`src/rtl/instr_fetch_stage.sv`:
```
// instr_fetch_stage
//   Owns the fetch PC, issues word reads to instruction memory, tracks the
//   PC of every in-flight read, buffers returned words in an in-order FIFO
//   and presents {instr, instr_pc} to the decoder over valid/ready.
//   A redirect flushes buffered words and discards responses still owed
//   for requests issued before it.
//   Build option: define IF_MISALIGN_CHK_EN to turn a misaligned redirect
//   into a single NOP fault beat followed by a fetch halt. Without it
//   fetch_fault is tied low and redirect_pc[1:0] is ignored.
module instr_fetch_stage #(
   parameter logic [31:0] RESET_PC   = 32'h0000_0000,
   parameter int unsigned FIFO_DEPTH = 2
) (
   input  logic        clk,
   input  logic        rst_n,
   output logic        imem_req_valid,
   input  logic        imem_req_ready,
   output logic [31:0] imem_addr,
   input  logic        imem_rsp_valid,
   input  logic [31:0] imem_rsp_data,
   input  logic        redirect_valid,
   input  logic [31:0] redirect_pc,
   output logic        instr_valid,
   input  logic        instr_ready,
   output logic [31:0] instr,
   output logic [31:0] instr_pc,
   output logic        fetch_fault
);

   localparam int unsigned   AW        = (FIFO_DEPTH > 1) ? $clog2(FIFO_DEPTH) : 1;
   localparam int unsigned   CW        = $clog2(FIFO_DEPTH + 1);
   localparam logic [AW-1:0] LAST_IDX  = AW'(FIFO_DEPTH - 1);
   localparam logic [CW:0]   DEPTH_W   = (CW+1)'(FIFO_DEPTH);
   localparam logic [31:0]   NOP_INSTR = 32'h0000_0013;

   // Circular index increment that wraps at the last buffer entry
   function automatic logic [AW-1:0] idx_inc(input logic [AW-1:0] idx);
      logic [AW-1:0] nxt;
      if (idx == LAST_IDX) begin
         nxt = '0;
      end else begin
         nxt = idx + AW'(1);
      end
      return nxt;
   endfunction

   logic [31:0]   pc_q, pc_d;
   logic [CW-1:0] infl_q, infl_d;
   logic [CW-1:0] drop_q, drop_d;
   logic [CW-1:0] cnt_q, cnt_d;
   logic [AW-1:0] f_wr_q, f_wr_d, f_rd_q, f_rd_d;
   logic [AW-1:0] q_wr_q, q_wr_d, q_rd_q, q_rd_d;
   logic [31:0]   f_data_q [FIFO_DEPTH];
   logic [31:0]   f_pc_q   [FIFO_DEPTH];
   logic [31:0]   pcq_q    [FIFO_DEPTH];

   logic          halt_s, fault_s;
   logic [31:0]   fault_pc_s;
   logic [31:0]   redirect_tgt_s;
   logic          fifo_nonempty_s, pop_s, push_s, req_fire_s, credit_s;
   logic [CW:0]   used_s;

   assign redirect_tgt_s = {redirect_pc[31:2], 2'b00};

`ifdef IF_MISALIGN_CHK_EN
   logic        fault_pend_q;
   logic        halt_q;
   logic [31:0] fault_pc_q;

   // Misaligned redirect parks one NOP fault beat and halts fetch until the next redirect
   always_ff @(posedge clk or negedge rst_n) begin
      if (!rst_n) begin
         fault_pend_q <= 1'b0;
         halt_q       <= 1'b0;
         fault_pc_q   <= 32'h0000_0000;
      end else if (redirect_valid) begin
         fault_pend_q <= (redirect_pc[1:0] != 2'b00);
         halt_q       <= (redirect_pc[1:0] != 2'b00);
         fault_pc_q   <= redirect_pc;
      end else if (fault_pend_q && instr_ready) begin
         fault_pend_q <= 1'b0;
      end else begin
         fault_pend_q <= fault_pend_q;
      end
   end

   assign halt_s     = halt_q;
   assign fault_s    = fault_pend_q;
   assign fault_pc_s = fault_pc_q;
`else
   logic unused_redirect_lsb_s;
   assign unused_redirect_lsb_s = ^redirect_pc[1:0];
   assign halt_s     = 1'b0;
   assign fault_s    = 1'b0;
   assign fault_pc_s = 32'h0000_0000;
`endif

   // A head beat leaving this cycle frees its credit, which keeps a 1-cycle memory streaming
   assign fifo_nonempty_s = (cnt_q != '0);
   assign pop_s           = fifo_nonempty_s && !fault_s && instr_ready && !redirect_valid;
   assign used_s          = {1'b0, infl_q} + {1'b0, cnt_q} - {{CW{1'b0}}, pop_s};
   assign credit_s        = (used_s < DEPTH_W);
   assign imem_req_valid  = rst_n && credit_s && !redirect_valid && !halt_s;
   assign imem_addr       = pc_q;
   assign req_fire_s      = imem_req_valid && imem_req_ready;
   assign push_s          = imem_rsp_valid && (drop_q == '0) && !redirect_valid;

   assign instr_valid = fault_s || fifo_nonempty_s;
   assign instr       = fault_s ? NOP_INSTR  : f_data_q[f_rd_q];
   assign instr_pc    = fault_s ? fault_pc_s : f_pc_q[f_rd_q];
   assign fetch_fault = fault_s;

   // Next state for PC, credit/drop counters and buffer pointers; redirect overrides all
   always_comb begin
      pc_d   = pc_q;
      infl_d = infl_q;
      drop_d = drop_q;
      cnt_d  = cnt_q;
      f_wr_d = f_wr_q;
      f_rd_d = f_rd_q;
      q_wr_d = q_wr_q;
      q_rd_d = q_rd_q;
      if (redirect_valid) begin
         pc_d   = redirect_tgt_s;
         // every read still owed is stale, including one arriving right now
         infl_d = imem_rsp_valid ? (infl_q - CW'(1)) : infl_q;
         drop_d = imem_rsp_valid ? (infl_q - CW'(1)) : infl_q;
         cnt_d  = '0;
         f_wr_d = '0;
         f_rd_d = '0;
         q_wr_d = '0;
         q_rd_d = '0;
      end else begin
         if (req_fire_s) begin
            pc_d   = pc_q + 32'd4;
            q_wr_d = idx_inc(q_wr_q);
         end else begin
            pc_d   = pc_q;
            q_wr_d = q_wr_q;
         end
         case ({req_fire_s, imem_rsp_valid})
            2'b10:   infl_d = infl_q + CW'(1);
            2'b01:   infl_d = infl_q - CW'(1);
            default: infl_d = infl_q;
         endcase
         if (imem_rsp_valid && (drop_q != '0)) begin
            drop_d = drop_q - CW'(1);
         end else begin
            drop_d = drop_q;
         end
         if (push_s) begin
            f_wr_d = idx_inc(f_wr_q);
            q_rd_d = idx_inc(q_rd_q);
         end else begin
            f_wr_d = f_wr_q;
            q_rd_d = q_rd_q;
         end
         if (pop_s) begin
            f_rd_d = idx_inc(f_rd_q);
         end else begin
            f_rd_d = f_rd_q;
         end
         case ({push_s, pop_s})
            2'b10:   cnt_d = cnt_q + CW'(1);
            2'b01:   cnt_d = cnt_q - CW'(1);
            default: cnt_d = cnt_q;
         endcase
      end
   end

   // State and storage registers; storage is cleared so the head reads zero out of reset
   always_ff @(posedge clk or negedge rst_n) begin
      if (!rst_n) begin
         pc_q   <= RESET_PC;
         infl_q <= '0;
         drop_q <= '0;
         cnt_q  <= '0;
         f_wr_q <= '0;
         f_rd_q <= '0;
         q_wr_q <= '0;
         q_rd_q <= '0;
         for (int i = 0; i < FIFO_DEPTH; i++) begin
            f_data_q[i] <= 32'h0000_0000;
            f_pc_q[i]   <= 32'h0000_0000;
            pcq_q[i]    <= 32'h0000_0000;
         end
      end else begin
         pc_q   <= pc_d;
         infl_q <= infl_d;
         drop_q <= drop_d;
         cnt_q  <= cnt_d;
         f_wr_q <= f_wr_d;
         f_rd_q <= f_rd_d;
         q_wr_q <= q_wr_d;
         q_rd_q <= q_rd_d;
         if (req_fire_s) begin
            pcq_q[q_wr_q] <= pc_q;
         end
         if (push_s) begin
            f_data_q[f_wr_q] <= imem_rsp_data;
            f_pc_q[f_wr_q]   <= pcq_q[q_rd_q];
         end
      end
   end

endmodule

```
`config.mk`:
```
export PLATFORM = sky130hd
export DESIGN_NAME = instr_fetch_stage
export DESIGN_NICKNAME = d
export VERILOG_FILES = /design/src/rtl/instr_fetch_stage.sv
export SDC_FILE = /design/constraint.sdc
export NUM_CORES = 1
export LEC_CHECK = 0
export ABC_AREA = 1
export ABC_CLOCK_PERIOD_IN_PS = 3800
export BUFFER_PORTS_ARGS = -buffer_cell sky130_fd_sc_hd__buf_2
export CAP_MARGIN = 10
export CORE_ASPECT_RATIO = 0.8
export CORE_MARGIN = 2
export CORE_UTILIZATION = 57
export DETAILED_ROUTE_END_ITERATION = 12
export PLACE_DENSITY = 0.84
export RECOVER_POWER = 100
export REMOVE_ABC_BUFFERS = 1
export SLEW_MARGIN = 20
export SYNTH_ARGS = -nofsm -noshare
export SYNTH_HDL_FRONTEND = slang
export SYNTH_SLANG_ARGS = --single-unit
```
`constraint.sdc`:
```
create_clock -name clk -period 3.8 [get_ports clk]
set_input_delay 0.57 -clock clk [delete_from_list [all_inputs] [get_ports clk]]
set_output_delay 0.57 -clock clk [all_outputs]
set_load 0.005 [all_outputs]
```
==> results.toml, run 1 <==
[global_routing]
antenna_found_initial = 0
grt_pass1_wl_um = 43400
grtUsageTotal = 0.268
grt_pass1_vias = 8858
overflow = 0
grt_start_max_net_pins = 84

[yosys]
synth_compound_area_frac = 0.117
syn_avg_cell_area_um2 = 7.61
syn-cell-area_mm2 = 0.0108
synth-edff-count = 0
synth_warnings = 0
synthMuxAreaShare = 0
synth_top_flop_cell = "dfrtp_1"
yosysSeqAreaShare = 0.521
synth_cells = 1414
synth_top_cell_area_share = 0.521
synth_adder_area_share = 0.00651
synth_cell_types = 31
yosys.area_share.simple = 0.262
synth_most_common_cell = "nand2_1"
synthXorXnorAreaFrac = 0.0122
synthTopCellsByArea = "dfrtp_1, nand2_1, o21ai_0, inv_1, nor2_1"
synth_seq_cells = 224
yosysTopAreaCell = "dfrtp_1"
synthTopCellsByCount = "nand2_1, dfrtp_1, o21ai_0, inv_1, nor2_1"
async_flop_share = 1.00
synth_top_family_by_area = "simple AND/OR/NAND/NOR gates"

[layout]
final_cell_area_mm2 = 0.0123
insertedDiodeCount = 0
utilization = 0.672
drive_gt1_frac = 0.100
fin_nets = 1632
area_growth_pct = 14.4
fin_cells = 1826

[status]
outcome = "finished with violations"
violations = "capacitance limit, slew limit"

[pwr]
p_leak_nw = 6.37
power_density_mw_per_mm2 = 719
finalPower_mw = 8.85
peakVddDrop_uv = 484

[cts]
cts-root-buf = "clkbuf_16"
cts_buffer_depth = 3
cts_tree = "built"
cts_setup_buffers = 0
cts_max_level = 1
cts.clk_slew.worst_paths_ns = 0.06
clock_latency_ns = 0.51
cts.repair.resized = 0
cts.sinks = 224
cts_made_buffers = 23
cts_hold_buf = 0

[placed_design]
place_congestion = 0.934
post-dp-hpwl_um = 17700
port_buffers = 161
place_area_mm2 = 0.0117
numPlacedInstances = 1785
pre_cts_ws_ns = 0.350

[floorplanning]
initial_core_util = 0.587
die_y_um = 127
die-width_um = 158
pin_count = 169
core_region_area_mm2 = 0.0183
die-area_mm2 = 0.0200
std_cell_rows = 44

[setup_path]
cp-start-kind = "flip-flop"
endpoint = "imem_addr[18]"
endpoint_kind = "flip-flop"
worst_ep_arrival_time_ns = 3.87
r2r_cells = 15
r2r_start = "cnt_q[0]"
cp_max_fo = 12
r2r_end = "imem_addr[18]"
crit_top_cell = "nand2_1"
cp_slowest_cell = "clkbuf_1"
critPathLaunch = "cnt_q[0]"
crit_chain = "o21a_1 -> nand2_1 -> inv_1 -> ha_1 -> or2_2 -> fa_1 -> nand2_1 -> nor2_1 -> nand3_1 -> clkbuf_1 -> nand2_1 -> buf_4 -> inv_1 -> nand2_1 -> nand3_1"
cpPeakStageDelay_ns = 0.55
critPathRequiredTime_ns = 4.24
r2r_setup_slack_ns = 0.36
path_class = "flip-flop to flip-flop"

[routing]
via_per_inst = 5.23
firstDrtPassIters = 8
vias = 9544
first_iter_violations = 759
wl_per_cell_um = 14.5
ant_nets = 0
wl_um = 26400
drc = 0

[sta]
period_needed_ns = 3.44
tightest_slew_ns = 1.99
setup_viol = 0
slew_headroom = -0.329
fin_crit_sh = 0.904
hold_viol = 0
maxSlewViolCount = 117
fmax_mhz = 291
skew_ns = 0.00785
rsz0062_at_grt = "no"
hold_slack_ns = 0.285
fin_setup_tns_ns = 0
setup_slack_ns = 0.365

[hold_path]
hp-class = "input port to flip-flop"

[flow_run]
drv_cap = 2
critical path: cells and delay by family, from the launching register on:
family,cells,cell delay [ns]
AOI/OAI and AO/OA,1,0.23
adders and majority gates,2,0.68
buffers and inverters,4,1.03
DFF,1,0.39
and+or+nand+nor,8,1.02
power breakdown:
group	internal (mW)	switching, mW
clock	1.40	0.902
combinational	0.992	1.68
sequential	3.31	0.563
total	5.70	3.15
cells by family after synthesis:
kind of cell               Yosys count
xor gates and xnor gates            15
AOI/OAI and AO/OA                  231
DFF                                224
and+or+nand+nor                    734
adders and majority gates            5
other                                1
buffers and inverters              204
area by class of cell:
cell class,instances,area [um^2]
Fill cell,1592,6020
Sequential cell,224,5610
Multi-Input combinational cell,990,4230
Timing Repair Buffer,185,893
Clock buffer,33,653
Inverter,133,499
Tap cell,253,317
Clock inverter,8,119
layout by cell type (no fill, tap or decap), drive strengths merged:
cell and instances:
dfrtp 224, clkinv 7, nand4 3, nor3 2, conb 5, fa 1, or2 1, a21oi 7
xor2 14, bufinv 3, o21ai 211, nor2 59, o221ai 2, buf 114, nand2 642, xnor2 1
clkbuf 104, and2 1, o21a 1, inv 131, nand3 26, ha 4, o21bai 2, o211ai 8
flip-flops by register name, indices dropped and copies added (netlist names):
signal and count:
f_wr_q 1, imem_addr 30, pcq_q 60, infl_q 2
q_rd_q 1, cnt_q 2, q_wr_q 1, f_pc_q 60
drop_q 2, f_data_q 64, f_rd_q 1
per-layer routing:
| layer | GRT usage | share of wire | wire length (um) | up-vias |
|---|---|---|---|---|
| met1 | 0.378 | 0.44 | 11500 | 4488 |
| met3 | 0.0407 | 0.074 | 1960 | 30 |
| met5 | 0 | 0 | 0 | - |
| met4 | 0.0444 | 0.014 | 361 | 0 |
| met2 | 0.450 | 0.48 | 12600 | 371 |
| li1 | - | - | - | 4655 |
how the worst min path moves through the flow:
stage	from	endpoint	slack, ns	cells after the start
floorplan	rst_n	cnt_q[0]	0.27	0
global placement	f_pc_q[22]	f_pc_q[22]	0.45	2
detailed placement	f_pc_q[20]	f_pc_q[20]	0.46	2
CTS	rst_n	f_data_q[54]	0.07	1
global route	redirect_pc[14]	imem_addr[14]	0.30	3
finish	redirect_pc[14]	imem_addr[14]	0.29	3
Power figures use the tool's default switching activity.
==> run 2, diff against run 1 <==
CORE_MARGIN = 5   (was 2)
SLEW_MARGIN = 30   (was 20)
==> run 2 against run 1 <==
  * The flow still finishes with violations (capacitance limit, slew limit)
  * Worst hold slack worse by 0.0064 ns
  * Sequential cell count unchanged
  * Sequential share of layout area up 0.23 points
==> results.toml, run 2 (synthesized netlist as in run 1, its figures left out) <==
[status]
outcome = "finished with violations"
violations = "capacitance limit, slew limit"

[placed_design]
place_congestion = 0.940
numPlacedInstances = 1790
pre_cts_ws_ns = 0.385
post-dp-hpwl_um = 18300
port_buffers = 161

[cts]
cts_max_level = 1
cts_made_buffers = 23
clock_latency_ns = 0.52
cts_buffer_depth = 3
cts-root-buf = "clkbuf_16"
cts_tree = "built"
cts.clk_slew.worst_paths_ns = 0.06
cts_setup_buffers = 0
cts.sinks = 224

[setup_path]
worst_ep_arrival_time_ns = 3.80
critPathRequiredTime_ns = 4.21
cp_max_fo = 10
endpoint_kind = "flip-flop"
cp-start-kind = "flip-flop"
path_class = "flip-flop to flip-flop"

[sta]
rsz0062_at_grt = "no"
setup_viol = 0
period_needed_ns = 3.39
fin_setup_tns_ns = 0
skew_ns = 0.0138
fmax_mhz = 295
maxSlewViolCount = 193
hold_slack_ns = 0.279
tightest_slew_ns = 1.82
slew_headroom = -0.211
setup_slack_ns = 0.411
fin_crit_sh = 0.892
hold_viol = 0

[hold_path]
hp-class = "input port to flip-flop"

[layout]
insertedDiodeCount = 0
layout.cells.most_common = "nand2_1"
drive_gt1_frac = 0.0998
regMostFlops = "f_data_q"
area_growth_pct = 13.9
largest_register_ffs = 64
final_cell_mix = "nand2_1, dfrtp_1, o21ai_0"
fin_cells = 1831
fin_nets = 1633
reg_top3 = "f_data_q: 64 flops, f_pc_q: 60 flops, pcq_q: 60 flops"

[flow_run]
drv_cap = 3

[pwr]
p_leak_nw = 6.34
peakVddDrop_uv = 407
power_density_mw_per_mm2 = 712
finalPower_mw = 8.72

[routing]
wl_um = 27200
drc = 0
first_iter_violations = 855
ant_nets = 0
via_per_inst = 5.22
firstDrtPassIters = 5
vias = 9551
wl_per_cell_um = 14.8

[floorplanning]
core_region_area_mm2 = 0.0187
std_cell_rows = 45
die_y_um = 133
pin_count = 169
die-area_mm2 = 0.0217
die-width_um = 164
initial_core_util = 0.574

[global_routing]
grt_pass1_vias = 9388
antenna_found_initial = 0
overflow = 0
grt_start_max_net_pins = 93
grt_pass1_wl_um = 45300
grtUsageTotal = 0.251
[run 2: power breakdown]
group / switching (mW) / total, mW / internal, mW
Sequential: 0.537 / 3.85 / 3.32
Combinational: 1.72 / 2.71 / 0.992
Clock: 0.915 / 2.16 / 1.24
Total: 3.17 / 8.72 / 5.55
[run 2: cell type report]
cell class                      count  area [um^2]
Clock buffer                       32          639
Inverter                          133          499
Tap cell                          258          323
Fill cell                        1646         6500
Clock inverter                      8         71.3
Timing Repair Buffer              186          892
Sequential cell                   224         5610
Multi-Input combinational cell    990         4220
[run 2: final timing paths]
kind                                 start             to  slack, ns  cells after the start
setup / recovery                  cnt_q[0]  imem_addr[20]       0.41                     14
hold / removal             redirect_pc[17]  imem_addr[17]       0.28                      3
setup reg to reg                  cnt_q[0]  imem_addr[20]       0.41                     14
hold reg to reg                 f_pc_q[24]     f_pc_q[24]       0.47                      2
max in group asynchronous            rst_n     f_pc_q[28]       0.77                      4
min in group asynchronous            rst_n    f_data_q[3]       0.54                      2
[run 2: stage by stage]
step                 util  cell area (um^2)
detailed placement  0.626             11700
finish              0.654             12300
global placement    0.626             11700
CTS                 0.665             12500
global route        0.654             12300
floorplan               -             10400
[run 2: worst max-delay path, cell delays in order, from the launching register on]
cell and delay (ns):
dfrtp_1 0.39, o21a_1 0.23, nand2_1 0.09, inv_1 0.04, ha_1 0.25, or2_2 0.30, fa_1 0.48, nand2_1 0.05
nor2_1 0.13, nand3_1 0.30, nand2_1 0.41, clkbuf_1 0.33, o21ai_0 0.13, inv_1 0.08, nand2_1 0.06
[run 2: layer usage]
| layer | vias up | GRT usage | share of wire |
|---|---|---|---|
| met3 | 54 | 0.0442 | 0.075 |
| met4 | 0 | 0.0699 | 0.028 |
| met1 | 4489 | 0.350 | 0.44 |
| met5 | - | 0 | 0 |
| met2 | 354 | 0.406 | 0.46 |
| li1 | 4654 | - | - |
[run 2: what timing repair did]
action,CTS,global route
gates resized for setup,0,0
hold buffers,1,0
hold endpoints to repair,39,0
==> run 3, diff against run 2 <==
BUFFER_PORTS_ARGS = unset   (was -buffer_cell sky130_fd_sc_hd__buf_2)
CORE_UTILIZATION = 64   (was 57)
DONT_BUFFER_PORTS = 1   (was unset)
TNS_END_PERCENT = 20   (was unset)
==> run 3 against run 2 <==
  * The flow finishes with violations (hold timing, capacitance limit, slew limit)
  * Non-clock buffer count is 167 lower
  * Largest power group unchanged
  * Final area is 6.9% lower
  * Worst setup slack worse by 0.083 ns
  * Sequential cell count stayed put
  * Sequential share of layout area is 3.4 points higher
  * Final cell count is 11% lower
  * Sequential power is 3% higher
==> results.toml, run 3 (synthesized netlist as in run 1, its figures left out) <==
[cts]
cts_tree = "built"
clock_latency_ns = 0.50
cts-root-buf = "clkbuf_16"
cts.repair.resized = 0
cts_buffer_depth = 3
cts.clk_slew.worst_paths_ns = 0.06
cts.sinks = 224
cts_made_buffers = 22
cts_max_level = 1
cts_setup_buffers = 0

[floorplanning]
initial_core_util = 0.650
pin_count = 169
std_cell_rows = 42
core_region_area_mm2 = 0.0166
die-area_mm2 = 0.0195
die_y_um = 126
die-width_um = 155

[sta]
maxSlewViolCount = 87
tightest_slew_ns = 1.65
hold_viol = 224
hold_slack_ns = -0.234
setup_viol = 0
period_needed_ns = 3.47
skew_ns = 0.00760
slew_headroom = -0.101
fin_crit_sh = 0.914
rsz0062_at_grt = "no"
setup_slack_ns = 0.328
fmax_mhz = 288

[setup_path]
path_class = "flip-flop to flip-flop"
cpPeakStageDelay_ns = 0.49
crit_chain = "o21a_1 -> nand2_1 -> inv_1 -> ha_1 -> or2_2 -> fa_1 -> nand2_1 -> nor2_1 -> nand3_1 -> clkinv_1 -> nand2_1 -> clkbuf_2 -> nand2_1 -> o21ai_0"
crit_top_cell = "nand2_1"
worst_ep_arrival_time_ns = 3.82
endpoint_kind = "flip-flop"
cp-start-kind = "flip-flop"
critPathRequiredTime_ns = 4.15
cp_slowest_cell = "fa_1"
cp_max_fo = 38

[layout]
final_cell_area_mm2 = 0.0114
largest_register_ffs = 64
reg_top3 = "f_data_q: 64 flops, f_pc_q: 60 flops, pcq_q: 60 flops"
drive_gt1_frac = 0.0364
regMostFlops = "f_data_q"
layout.cells.most_common = "nand2_1"
fin_nets = 1465
insertedDiodeCount = 0
final_cell_mix = "nand2_1, dfrtp_1, o21ai_0"
area_growth_pct = 6.05

[routing]
wl_um = 25900
first_iter_violations = 795
via_per_inst = 5.52
wl_per_cell_um = 15.9
ant_nets = 0
vias = 8956
firstDrtPassIters = 7
drc = 0

[placed_design]
place_area_mm2 = 0.0108
port_buffers = 0
post-dp-hpwl_um = 17200
pre_cts_ws_ns = 0.457
place_congestion = 0.969

[global_routing]
grt_use_met1 = 0.375
use_met3 = 0.0628
antenna_found_initial = 2
grt_pass1_wl_um = 42800
grtUsageTotal = 0.265
overflow = 0
grt_pass1_vias = 8512
grt_busiest_layer = "met2"
grt_use_met2 = 0.417
grt_start_max_net_pins = 226

[pwr]
power_density_mw_per_mm2 = 721
peakVddDrop_uv = 480
p_leak_nw = 5.81
finalPower_mw = 8.23

[flow_run]
drv_cap = 3

[status]
violations = "hold timing, capacitance limit, slew limit"
outcome = "finished with violations"

[hold_path]
hp-class = "input port to async pin"
-- run 3: worst paths after layout --
check	start	end	slack [ns]	cells after the start
max	cnt_q[0]	pcq_q[20]	0.33	14
min	rst_n	f_data_q[35]	-0.23	0
max reg2reg	cnt_q[0]	pcq_q[20]	0.33	14
min reg2reg	f_pc_q[31]	f_pc_q[31]	0.47	2
max in group asynchronous	rst_n	f_data_q[23]	3.76	0
min in group clk	redirect_valid	f_rd_q	0.15	1
-- run 3: per-stage QoR --
stage	utilization	TNS (ns)	std cells
floorplan	-	-12.10	1347
finish	0.689	0	1623
CTS	0.696	0	1623
global placement	0.654	0	1586
detailed placement	0.654	0	1586
global route	0.689	0	1623
-- run 3: critical path, delay by kind of cell, from the launching register on --
family                     cells  cell delay (ns)
AOI/OAI and AO/OA              2             0.33
and+or+nand+nor                7             1.17
buffers and inverters          3             0.65
adders and majority gates      2             0.74
DFF                            1             0.39
-- run 3: routing by layer --
layer	part of all wire	up-vias	wire, um
met3	0.082	50	2130
met4	0.027	4	699
met1	0.43	4239	11100
met2	0.46	345	11900
li1	-	4318	-
met5	0.0010	-	27
-- run 3: cell type report --
cell class	instances	area [um^2]
fill	1405	5140
timing repair buffer	19	108
clock buffer	35	681
clock inverter	2	10.0
sequential	224	5610
tap	220	275
inverter	133	499
multi-input combinational	990	4230
-- run 3: power by group --
| group | internal, mW | leakage, nW | switching [mW] |
|---|---|---|---|
| logic | 0.741 | 2.56 | 1.43 |
| clock network | 1.22 | 0.341 | 0.874 |
| registers | 3.32 | 2.92 | 0.646 |
